## config.mk

```make
export PLATFORM = sky130hd
export DESIGN_NAME = mlp_multi_neuron
export DESIGN_NICKNAME = d
export VERILOG_FILES = /design/src/rtl/mlp_multi_neuron.sv
export SDC_FILE = /design/constraint.sdc
export NUM_CORES = 1
export LEC_CHECK = 0
export CAP_MARGIN = 25
export CORE_MARGIN = 2
export CORE_UTILIZATION = 30
export CTS_BUF_LIST = sky130_fd_sc_hd__clkbuf_16
export DETAILED_ROUTE_END_ITERATION = 10
export GPL_ROUTABILITY_DRIVEN = 0
export PLACE_DENSITY_LB_ADDON = 0.3
export SYNTH_ARGS = -nofsm -noshare
export SYNTH_HDL_FRONTEND = slang
export SYNTH_SLANG_ARGS = --single-unit
export TNS_END_PERCENT = 10
```

## constraint.sdc

```tcl
create_clock -name clk -period 15.09 [get_ports clk]
set_clock_uncertainty 0.2 [all_clocks]
set_input_delay 3.018 -clock clk [delete_from_list [all_inputs] [get_ports clk]]
set_output_delay 3.018 -clock clk [all_outputs]
set_load 0.005 [all_outputs]
```

## src/rtl/mlp_multi_neuron.sv

```systemverilog
// Time-multiplexed MLP engine: P MAC lanes sweep every layer of an N-wide network.
// Weights/biases sit in unreset register storage; x and y use valid/ready handshakes.

module mlp_multi_neuron #(
    parameter int M    = 3,
    parameter int N    = 4,
    parameter int P    = 2,
    parameter int QM   = 3,
    parameter int QN   = 5,
    parameter int WM   = 3,
    parameter int WN   = 5,
    parameter int RELU = 1,
    localparam int AW  = QM + QN,
    localparam int WW  = WM + WN,
    localparam int LYW = (M > 2) ? $clog2(M - 1) : 1,
    localparam int NW  = (N > 1) ? $clog2(N) : 1,
    localparam int IW  = $clog2(N + 1)
) (
    input  logic                        clk,
    input  logic                        nrst,
    input  logic                        wr_en,
    input  logic [LYW-1:0]              wr_layer,
    input  logic [NW-1:0]               wr_neuron,
    input  logic [IW-1:0]               wr_idx,
    input  logic signed [WW-1:0]        wr_data,
    input  logic                        in_valid,
    output logic                        in_ready,
    input  logic signed [N-1:0][AW-1:0] x,
    output logic                        out_valid,
    input  logic                        out_ready,
    output logic signed [N-1:0][AW-1:0] y,
    output logic                        busy
);
    localparam int GW   = (N / P > 1) ? $clog2(N / P) : 1;
    localparam int ACCW = AW + WW + IW;

    typedef enum logic [1:0] {IDLE, MAC, WB, DONE} state_t;

    state_t               state_q, state_d;
    logic [LYW-1:0]       layer_q, layer_d;
    logic [GW-1:0]        grp_q, grp_d;
    logic [NW-1:0]        k_q, k_d;
    logic                 mac_en, first, last_grp, last_layer, wr_ok;
    logic [N-1:0][AW-1:0] cur_q, nxt_q, nxt_d, y_q;
    logic [P-1:0][AW-1:0] res;
    logic [P-1:0][NW-1:0] nidx;

    logic [WW-1:0] w_q [M-1][N][N];
    logic [WW-1:0] b_q [M-1][N];

    // Writes are locked out while lanes are reading storage.
    assign wr_ok = wr_en && (state_q == IDLE || state_q == DONE)
                 && (int'(wr_layer) < M - 1) && (int'(wr_neuron) < N) && (int'(wr_idx) <= N);

    always_ff @(posedge clk) begin
        if (wr_ok) begin
            if (int'(wr_idx) == N) b_q[wr_layer][wr_neuron] <= wr_data;
            else                   w_q[wr_layer][wr_neuron][NW'(wr_idx)] <= wr_data;
        end
    end

    assign last_grp   = (grp_q == GW'(N / P - 1));
    assign last_layer = (layer_q == LYW'(M - 2));

    always_ff @(posedge clk or negedge nrst) begin
        if (!nrst) begin
            state_q <= IDLE;
            layer_q <= '0;
            grp_q   <= '0;
            k_q     <= '0;
        end else begin
            state_q <= state_d;
            layer_q <= layer_d;
            grp_q   <= grp_d;
            k_q     <= k_d;
        end
    end

    always_comb begin
        state_d = state_q;
        layer_d = layer_q;
        grp_d   = grp_q;
        k_d     = k_q;
        mac_en  = 1'b0;
        first   = 1'b0;
        case (state_q)
            IDLE: if (in_valid) begin
                state_d = MAC;
                layer_d = '0;
                grp_d   = '0;
                k_d     = '0;
            end
            MAC: begin
                mac_en = 1'b1;
                first  = (k_q == '0);
                if (k_q == NW'(N - 1)) begin
                    state_d = WB;
                    k_d     = '0;
                end else begin
                    k_d = k_q + 1'b1;
                end
            end
            WB: begin
                k_d = '0;
                if (!last_grp) begin
                    grp_d   = grp_q + 1'b1;
                    state_d = MAC;
                end else begin
                    grp_d = '0;
                    if (last_layer) begin
                        state_d = DONE;
                    end else begin
                        layer_d = layer_q + 1'b1;
                        state_d = MAC;
                    end
                end
            end
            DONE: if (out_ready) state_d = IDLE;
            default: state_d = IDLE;
        endcase
    end

    for (genvar p = 0; p < P; p++) begin : g_lane
        assign nidx[p] = NW'(int'(grp_q) * P + p);
        mlp_mac_lane #(
            .AW(AW), .WW(WW), .QN(QN), .WN(WN), .ACCW(ACCW), .RELU(RELU)
        ) u_lane (
            .clk    (clk),
            .nrst   (nrst),
            .en_i   (mac_en),
            .first_i(first),
            .x_i    (cur_q[k_q]),
            .w_i    (w_q[layer_q][nidx[p]][k_q]),
            .b_i    (b_q[layer_q][nidx[p]]),
            .res_o  (res[p])
        );
    end

    always_comb begin
        nxt_d = nxt_q;
        for (int p = 0; p < P; p++) nxt_d[nidx[p]] = res[p];
    end

    // Groups of a layer still read cur_q, so results collect in nxt_q until the layer ends.
    always_ff @(posedge clk or negedge nrst) begin
        if (!nrst) begin
            cur_q <= '0;
            nxt_q <= '0;
            y_q   <= '0;
        end else if (state_q == IDLE && in_valid) begin
            cur_q <= x;
        end else if (state_q == WB) begin
            nxt_q <= nxt_d;
            if (last_grp) begin
                cur_q <= nxt_d;
                if (last_layer) y_q <= nxt_d;
            end
        end
    end

    assign in_ready  = (state_q == IDLE);
    assign out_valid = (state_q == DONE);
    assign busy      = (state_q == MAC) || (state_q == WB);
    assign y         = y_q;

endmodule

// One MAC lane: accumulates x*w over a group, then floors, saturates and rectifies.
module mlp_mac_lane #(
    parameter int AW   = 8,
    parameter int WW   = 8,
    parameter int QN   = 5,
    parameter int WN   = 5,
    parameter int ACCW = 19,
    parameter int RELU = 1
) (
    input  logic                 clk,
    input  logic                 nrst,
    input  logic                 en_i,
    input  logic                 first_i,
    input  logic signed [AW-1:0] x_i,
    input  logic signed [WW-1:0] w_i,
    input  logic signed [WW-1:0] b_i,
    output logic        [AW-1:0] res_o
);
    localparam logic [AW-1:0] SMAX_A = {1'b0, {(AW-1){1'b1}}};
    localparam logic [AW-1:0] SMIN_A = {1'b1, {(AW-1){1'b0}}};
    localparam logic signed [ACCW-1:0] SMAX = ACCW'(SMAX_A);
    localparam logic signed [ACCW-1:0] SMIN = ~SMAX;

    logic signed [ACCW-1:0] acc_q, acc_d, prod, sh;

    assign prod  = ACCW'(x_i) * ACCW'(w_i);
    // Bias carries WN fraction bits; shifting by QN aligns it with the product scale.
    assign acc_d = first_i ? (ACCW'(b_i) <<< QN) + prod : acc_q + prod;
    assign sh    = acc_q >>> WN;

    always_ff @(posedge clk or negedge nrst) begin
        if (!nrst)     acc_q <= '0;
        else if (en_i) acc_q <= acc_d;
    end

    always_comb begin
        res_o = sh[AW-1:0];
        if (sh > SMAX)      res_o = SMAX_A;
        else if (sh < SMIN) res_o = SMIN_A;
        if (RELU != 0 && res_o[AW-1]) res_o = '0;
    end

endmodule

```

==> flow_summary.ini <==
[clocking]
ctsResizeCount = 0
ctsHoldBuffers = 0
htreeDepth = 2
clkLatencyLatePin_ps = 600
cts_setup_buffers = 0
clock-sinks = 444
clockBufferDepth = 3
clk_pin_slew_ps = 60
cts_tree = built
cts-root-buf = clkbuf_16
cts_made_buffers = 46

[timing]
max_slew_margin = 0.2890
worstMarginPinSlew_ps = 1063
post-route-min-period_ps = 9028
finalSetupTns_ps = 0
setup_viol = 0
rsz0062_at_grt = no
hold_viol = 0
fmax_mhz = 110.8
post-route-period-util = 0.5983
maxSlewViolCount = 0

[placed_design]
place_area_sq_um = 27340
port_buffers = 85
dp_hpwl_mm = 43.52

[synth]
yosysSeqAreaShare = 0.5048
ys.flop_type = edfxtp_1
yosysWarnings = 0
syn_area_per_cell_sq_um = 12.59
syn_nets = 2292
yosysMostFrequentCell = edfxtp_1
synth-edff-count = 320
syn_inst = 2000
netlist.area_leader.share = 0.3816
synth.largest_area_cell = edfxtp_1
synth.top_cells.by_count = edfxtp_1, inv_1, nor2_1, nand2_1, ha_1
synth_area_leaders = edfxtp_1, dfrtp_1, mux4_2
async_reset_ff_frac = 0.2793
ys_ff_latch = 444
synth_cell_types = 71
netlist_area_sq_um = 25180

[detailed_routing]
drc = 0
num_vias = 15460
drt_first_pass_iters = 5
routed_wl_mm = 60.66
first_iter_violations = 1015
routedWlPerCell_microns = 18.90
via_per_inst = 4.818
drtAntennaViolNets = 0

[die]
coreArea_sq_um = 83420
start_util = 0.3018
ios = 86
die_w_microns = 293.7
die_h_microns = 293.7
placementRows = 106
dieArea_sq_um = 86270

[grt]
grt_overflow = 0
grt_usage = 0.1416
grt_util_met2 = 0.2472
grt_pass1_vias = 16030
grt_pass1_wl_mm = 94.68
gr-usage-met1 = 0.1875
grt_start_max_net_pins = 71
antenna_found_initial = 0
met3_usage = 0.01639
busiest_layer = met2

[worst_setup_path]
cp.arrival_ps = 9310
crit_path_end_kind = flip-flop
crit_fanout = 43
max_stage_delay_ps = 770
critical_path_class = reg -> reg
slowest_stage = buf_4
critPathLaunchType = flip-flop
cp_data_required_time_ps = 15370
crit_top_cell = nor2_1

[final_layout]
antenna_cells = 0
final_area_sq_um = 28760
nets = 2385
drive_gt1_frac = 0.1071
syn2layout_area_growth_pct = 14.22
fillers = 8085

[run]
maxCapViolCount = 0

[hold_path]
min_path_type = reg -> reg

[outcome]
status = finished, final reports clean
registers in the layout, indices dropped and copies added (netlist names):
| signal | flops |
|---|---|
| cur_q | 32 |
| last_layer | 1 |
| g_lane.u_lane.acc_q | 38 |
| w_q | 256 |
| nxt_q | 16 |
| y | 32 |
| state_q | 2 |
| b_q | 64 |
| k_q | 2 |
| grp_q | 1 |
per-layer routing:
layer | routed length [microns] | vias up
li1 | - | 7264
met1 | 26950 | 7845
met2 | 30410 | 283
met3 | 2163 | 70
met4 | 1134 | 0
met5 | 0 | -
cells in the final DEF, fill, tap and decap left out, types with 5 or more instances in the layout:
cell,count
o21ai_1,5
o21bai_1,21
nor2b_1,25
nand3b_1,6
clkinv_1,6
nor2_1,174
inv_1,215
nor3_1,14
buf_4,25
mux4_2,102
dfrtp_1,122
xor2_1,17
clkdlybuf4s50_1,84
edfxtp_1,320
and3_1,8
ha_1,125
a21oi_1,117
mux2i_1,11
clkinv_2,9
fa_1,114
and2_1,91
o21ai_0,113
nand2_1,143
xnor2_1,54
a211oi_1,7
buf_6,6
nand2b_1,7
a21o_1,24
a31oi_1,7
nand3_1,24
clkbuf_16,46
critical path: cells and delay by family, from the launching register on:
kind                       cells  cell delay (ps)
and+or+nand+nor               10             1320
DFF                            1              580
buffers and inverters          5             1530
AOI/OAI and AO/OA              7             1950
adders and majority gates      6             2470
xor gates and xnor gates       1              240
muxes                          1              580
layout make-up:
type	instances	area, sq um	share of cell area
Sequential cell	444	12720	0.4423
Multi-Input combinational cell	1282	11410	0.3969
Tap cell	1080	1351	0.04699
Clock buffer	46	1151	0.04002
Timing Repair Buffer	119	1150	0.03998
Inverter	200	750.7	0.02610
Clock inverter	38	222.7	0.007744
worst paths after layout:
check | from | end | slack, ps | cells after the start
setup / recovery | last_layer$_DFFE_PN0P_ | g_lane[1].u_lane.acc_q[17]$_DFFE_PN0P_ | 6060 | 30
max in group asynchronous | nrst | g_lane[0].u_lane.acc_q[10]$_DFFE_PN0P_ | 10950 | 2
hold / removal | y[15]$_DFFE_PN0P_ | y[15]$_DFFE_PN0P_ | 280 | 2
setup reg to reg | last_layer$_DFFE_PN0P_ | g_lane[1].u_lane.acc_q[17]$_DFFE_PN0P_ | 6060 | 30
min in group asynchronous | nrst | y[4]$_DFFE_PN0P_ | 2330 | 1
hold reg to reg | y[15]$_DFFE_PN0P_ | y[15]$_DFFE_PN0P_ | 280 | 2
metrics by stage:
stage | hold slack [ps] | utilization | worst slack (ps) | std cells
final | 276.1 | 0.3448 | 6062 | 3209
after global routing | 310.4 | 0.3448 | 5324 | 3209
after CTS | 281.3 | 0.3442 | 5965 | 3205
after detailed placement | 267.2 | 0.3277 | 5961 | 3121
after global placement | 259.6 | 0.3266 | 6063 | 3112
after floorplan | 250.5 | - | 7672 | 2000
cells by family after synthesis:
family                     Yosys count  share of synthesized area
adders and majority gates          241                     0.1537
AOI/OAI and AO/OA                  338                    0.08095
muxes                              117                    0.09739
DFF                                444                     0.5048
buffers and inverters              274                    0.04219
and+or+nand+nor                    513                    0.09491
xor gates and xnor gates            73                    0.02599
Power is not shown: default switching activity piles up to over one toggle a cycle in this logic, so the estimate is an artifact.
==> variant 1 (same flow settings) <==
Reset style: synchronous (`nrst`), changed in 3 clocked blocks.
--- a/src/rtl/mlp_multi_neuron.sv
+++ b/src/rtl/mlp_multi_neuron.sv
@@ -63,5 +63,5 @@
     assign last_layer = (layer_q == LYW'(M - 2));
 
-    always_ff @(posedge clk or negedge nrst) begin
+    always_ff @(posedge clk) begin
         if (!nrst) begin
             state_q <= IDLE;
@@ -143,5 +143,5 @@
 
     // Groups of a layer still read cur_q, so results collect in nxt_q until the layer ends.
-    always_ff @(posedge clk or negedge nrst) begin
+    always_ff @(posedge clk) begin
         if (!nrst) begin
             cur_q <= '0;
@@ -196,5 +196,5 @@
     assign sh    = acc_q >>> WN;
 
-    always_ff @(posedge clk or negedge nrst) begin
+    always_ff @(posedge clk) begin
         if (!nrst)     acc_q <= '0;
         else if (en_i) acc_q <= acc_d;
Behaviour: differs if nrst is asserted again (counterexample within 4 cycles, from zero or initial values and one cycle with nrst low); with nrst held inactive, the same outputs for 4 cycles.
==> variant 1 against the unedited design <==
Sequential share of layout area shrank 2.1 points. Setup slack got worse by 0.16 ns. Design area hardly changed. Hold slack worse by 0.018 ns. Die area decreased by 0.72%. Sequential cell count grew 1. Utilization increased by 0.49 points. Global-route usage rose by 0.40 points. Area after synthesis shrank 0.73%. Wire length is 3.4% higher. Critical path type unchanged. Critical endpoint is now g_lane[0].u_lane.acc_q[18]. Largest cell class unchanged. Highest routed layer unchanged.
Power is left out: the tool's default activity adds up to more than one toggle a clock period on the data nets, which glitch-free logic cannot reach.
==> variant 1: results (changes against the unedited design) <==
run status=complete, no violations (unchanged); TritonCTS Buffers=48 (was 46); half-perimeter wire length after placement=44,760 µm (was 43,520 µm); number of flops mapped to enable cells by yosys=320 (unchanged); dominant cells by area after synthesis=edfxtp_1 38%, dfxtp_1 10%, mux4_2 9.2%, fa_1 9.1%, ha_1 6.4% (was edfxtp_1 38%, dfrtp_1 12%, mux4_2 9.1%, fa_1 9.1%, ha_1 6.3%); end of the worst register-to-register path=g_lane[0].u_lane.acc_q[18] (was g_lane[1].u_lane.acc_q[17]); post-CTS clock slew at the launch and capture registers of the worst setup and hold paths=0.06 ns (about the same); fraction of layout cells with a size suffix above 1=10.15% (was 10.71%); number of H-tree levels=2 (unchanged); met1 GRT Util=18.81% (was 18.75%); number of design-rule violations left by the first detailed-router iteration=1,023 (was 1,015); GRT Total Usage=14.55% (was 14.16%); initial antenna violation count=1 (was 0); Worst Path Arrival=9.48 ns (was 9.31 ns); met3 GRT Util=1.813% (was 1.639%); non-filler instance count after layout=3,277 (was 3,209); most common library cells after synthesis=320 x edfxtp_1, 192 x inv_1, 185 x nand2_1 (was 320 x edfxtp_1, 199 x inv_1, 174 x nor2_1); async set-reset flop share out of synthesis=0% (was 27.93%); type of element capturing the critical path=flop (unchanged); Worst R2R Path Depth=30 (unchanged); area after detailed placement=27,050 µm² (was 27,340 µm²); Critical Path Source Type=flop (unchanged); distinct cell type count after synthesis=64 (was 71); fraction of met2 tracks used by global routing=25.42% (was 24.72%); register area share after synthesis=48.45% (was 50.48%); Hold WC Path Type=flop to flop (unchanged); global-route wire length before repair=97,790 µm (was 94,680 µm); synthesized area per cell=11.96 µm² (was 12.59 µm²); Detail Route met2 WL=31,400 µm (was 30,410 µm); Post-Synthesis Net Count=2,382 (was 2,292); post-DR wirelength/cell=19.14 µm (was 18.90 µm); number of vias after detailed routing=16,340 (was 15,460); peak per-stage delay on the critical path=0.65 ns (was 0.77 ns); WHS Endpoint=y[10] (was y[15]); Min-Delay Startpoint=y[10] (was y[15]); met3 WL=2327 µm (was 2163 µm); net count reported at finish=2,460 (was 2,385); pre-CTS WS=5.773 ns (was 5.961 ns); Hold Crit Depth=2 (unchanged); fillcell total=8,037 (was 8,085); post-route worst setup slack=5.903 ns (was 6.062 ns); pin count of the biggest net entering global routing=76 (was 71); Met1 Routed Length=27,270 µm (was 26,950 µm); cell count after placement=3,181 (was 3,121); largest driver fanout on the critical path=34 (was 43); CTS max path bufs=3 (unchanged); slowest stage cell, crit path=buf_4 (unchanged); Hold Worst Slack=0.2581 ns (was 0.2761 ns); Slew Limit Headroom=28.89% (was 28.90%); number of global-route vias before repair=16,940 (was 16,030)
==> variant 1: changes by cell type after synthesis, sizes merged, moves of 21 or more <==
cell and change:
o21ai -34, dfrtp -124, clkbuf +23, dfxtp +125
nor3 +21, nand2 +41
==> variant 1: final cells by class <==
cell class | count | area [µm²] | area share [%]
flip-flops and latches | 445 | 12120 | 42.14
multi-input cells | 1359 | 11800 | 41.03
well taps | 1070 | 1339 | 4.656
clock buffers | 48 | 1201 | 4.177
repair buffers | 116 | 1119 | 3.890
inverters | 198 | 743.2 | 2.585
clock inverters | 40 | 434.2 | 1.510
diodes | 1 | 2.502 | 0.008702
==> variant 1: cells by family (layout without fill, tap and decap cells) <==
family          after synthesis  count (layout)  share of synthesized area [%]
fa+ha+maj                   241             241                          15.49
simple gates                579             579                          10.67
other cells                   0               1                              0
mux                         115             115                          9.715
xor+xnor                     75              75                          2.743
compound gates              349             349                          8.549
buf+inv                     286             402                          4.390
flops                       445             445                          48.45
==> variant 2 (same flow settings) <==
Without the edit above. `RELU` is set to 1 in 2 places; all go to 0.
--- a/src/rtl/mlp_multi_neuron.sv
+++ b/src/rtl/mlp_multi_neuron.sv
@@ -10,5 +10,5 @@
     parameter int WM   = 3,
     parameter int WN   = 5,
-    parameter int RELU = 1,
+    parameter int RELU = 0,
     localparam int AW  = QM + QN,
     localparam int WW  = WM + WN,
@@ -173,5 +173,5 @@
     parameter int WN   = 5,
     parameter int ACCW = 19,
-    parameter int RELU = 1
+    parameter int RELU = 0
 ) (
     input  logic                 clk,
Check against the original RTL: same outputs for any inputs over 4 cycles, from zero or initial values and one cycle with nrst low; that may be too few to reach the edited logic, so the function may still have changed.
==> variant 2 against the unedited design <==
Die area is 0.24% higher. Design area is 0.85% higher. Sequential cell count stayed put. Wire length is 1.9% higher. Synthesized cell count is 0.25% lower. Cell count hardly changed. Setup slack worse by 0.50 ns. Sequential share of layout area is 0.37 points lower. Global-route usage is 0.26 points higher. Hold slack better by 0.014 ns. Area after synthesis is 0.24% higher. Critical path type unchanged.
Power is not shown: default switching activity piles up to over one toggle a cycle in this logic, so the estimate is an artifact.
==> variant 2: results (changes against the unedited design) <==
run status=complete, no violations (unchanged); share of cell area taken by muxes after synthesis=10.48% (was 9.739%); net count reported at finish=2,382 (was 2,385); fraction of layout cells with a size suffix above 1=11.61% (was 10.71%); most common library cells after synthesis=320 x edfxtp_1, 200 x inv_1, 165 x nor2_1 (was 320 x edfxtp_1, 199 x inv_1, 174 x nor2_1); Worst R2R Path Depth=29 (was 30); number of flops mapped to enable cells by yosys=320 (unchanged); largest registers ranked by flip-flop count=w_q (256), b_q (64), g_lane.u_lane.acc_q (38) (unchanged); peak per-stage delay on the critical path=0.95 ns (was 0.77 ns); compound-cell area share of the yosys netlist=7.748% (was 8.094%); dominant cells by area after synthesis=edfxtp_1 38%, dfrtp_1 12%, mux4_2 9.1%, fa_1 9.0%, ha_1 6.3% (was edfxtp_1 38%, dfrtp_1 12%, mux4_2 9.1%, fa_1 9.1%, ha_1 6.3%); Critical Path Source Type=flop (unchanged); adder and majority cell fraction of the synthesized area=15.34% (was 15.37%); number of design-rule violations left by the first detailed-router iteration=991 (was 1,015); met1 GRT Util=18.86% (was 18.75%); Min-Delay Startpoint=y[25] (was y[15]); fillcell total=8,075 (was 8,085); met3 GRT Util=2.258% (was 1.639%); Detail Route met2 WL=30,350 µm (was 30,410 µm); met3 WL=2622 µm (was 2163 µm); cell count after placement=3,119 (was 3,121); Reg2Reg Setup Slack=5.56 ns (was 6.06 ns); slowest stage cell, crit path=dfrtp_4 (was buf_4); WHS Endpoint=y[25] (was y[15]); final antenna diode count=0 (unchanged); initial antenna violation count=1 (was 0); Via density=4.890 (was 4.818); synthesized area per cell=12.65 µm² (was 12.59 µm²); Met1 Routed Length=27,110 µm (was 26,950 µm); largest driver fanout on the critical path=45 (was 43); fraction of met2 tracks used by global routing=24.59% (was 24.72%); number of H-tree levels=2 (unchanged); xor/xnor share of the synthesized area=2.221% (was 2.599%); latest clock arrival within the worst-skew pair=0.59 ns; Post-Synthesis Net Count=2,287 (was 2,292); register area share after synthesis=50.36% (was 50.48%); Worst Path Arrival=9.81 ns (was 9.31 ns); async set-reset flop share out of synthesis=27.93% (unchanged); TritonCTS Buffers=47 (was 46); total wire length=61,830 µm (was 60,660 µm); GRT Total Usage=14.41% (was 14.16%); half-perimeter wire length after placement=45,090 µm (was 43,520 µm); Slew Limit Headroom=33.17% (was 28.90%); end of the worst register-to-register path=g_lane[0].u_lane.acc_q[18] (was g_lane[1].u_lane.acc_q[17]); pin count of the biggest net entering global routing=72 (was 71); distinct cell type count after synthesis=67 (was 71); number of vias after detailed routing=15,680 (was 15,460); global-route wire length before repair=96,320 µm (was 94,680 µm); Setup crit end=g_lane[0].u_lane.acc_q[18] (was g_lane[1].u_lane.acc_q[17])
## variant 2: area by class of cell
| type | count | area share (%) |
|---|---|---|
| Clock buffer | 48 | 4.141 |
| Clock inverter | 38 | 1.169 |
| Inverter | 201 | 2.601 |
| Multi-Input combinational cell | 1281 | 39.67 |
| Sequential cell | 444 | 43.86 |
| Tap cell | 1080 | 4.659 |
| Timing Repair Buffer | 115 | 3.904 |
## variant 2: through the flow
| stage | setup WS (ns) | hold slack [ns] | instance area, µm² |
|---|---|---|---|
| 6_report | 5.562 | 0.2900 | 29000 |
| 5_1_grt | 4.743 | 0.3212 | 29000 |
| 4_1_cts | 5.353 | 0.2891 | 28960 |
| 3_5_place_dp | 5.398 | 0.2754 | 27420 |
| 3_3_place_gp | 5.523 | 0.2706 | 27320 |
| 2_1_floorplan | 7.182 | 0.2674 | 25240 |
## variant 2: cells by family after synthesis
logic type	count (synthesis)
fa+ha+maj	241
simple gates	521
flops	444
compound gates	321
mux	134
buf+inv	270
xor+xnor	64
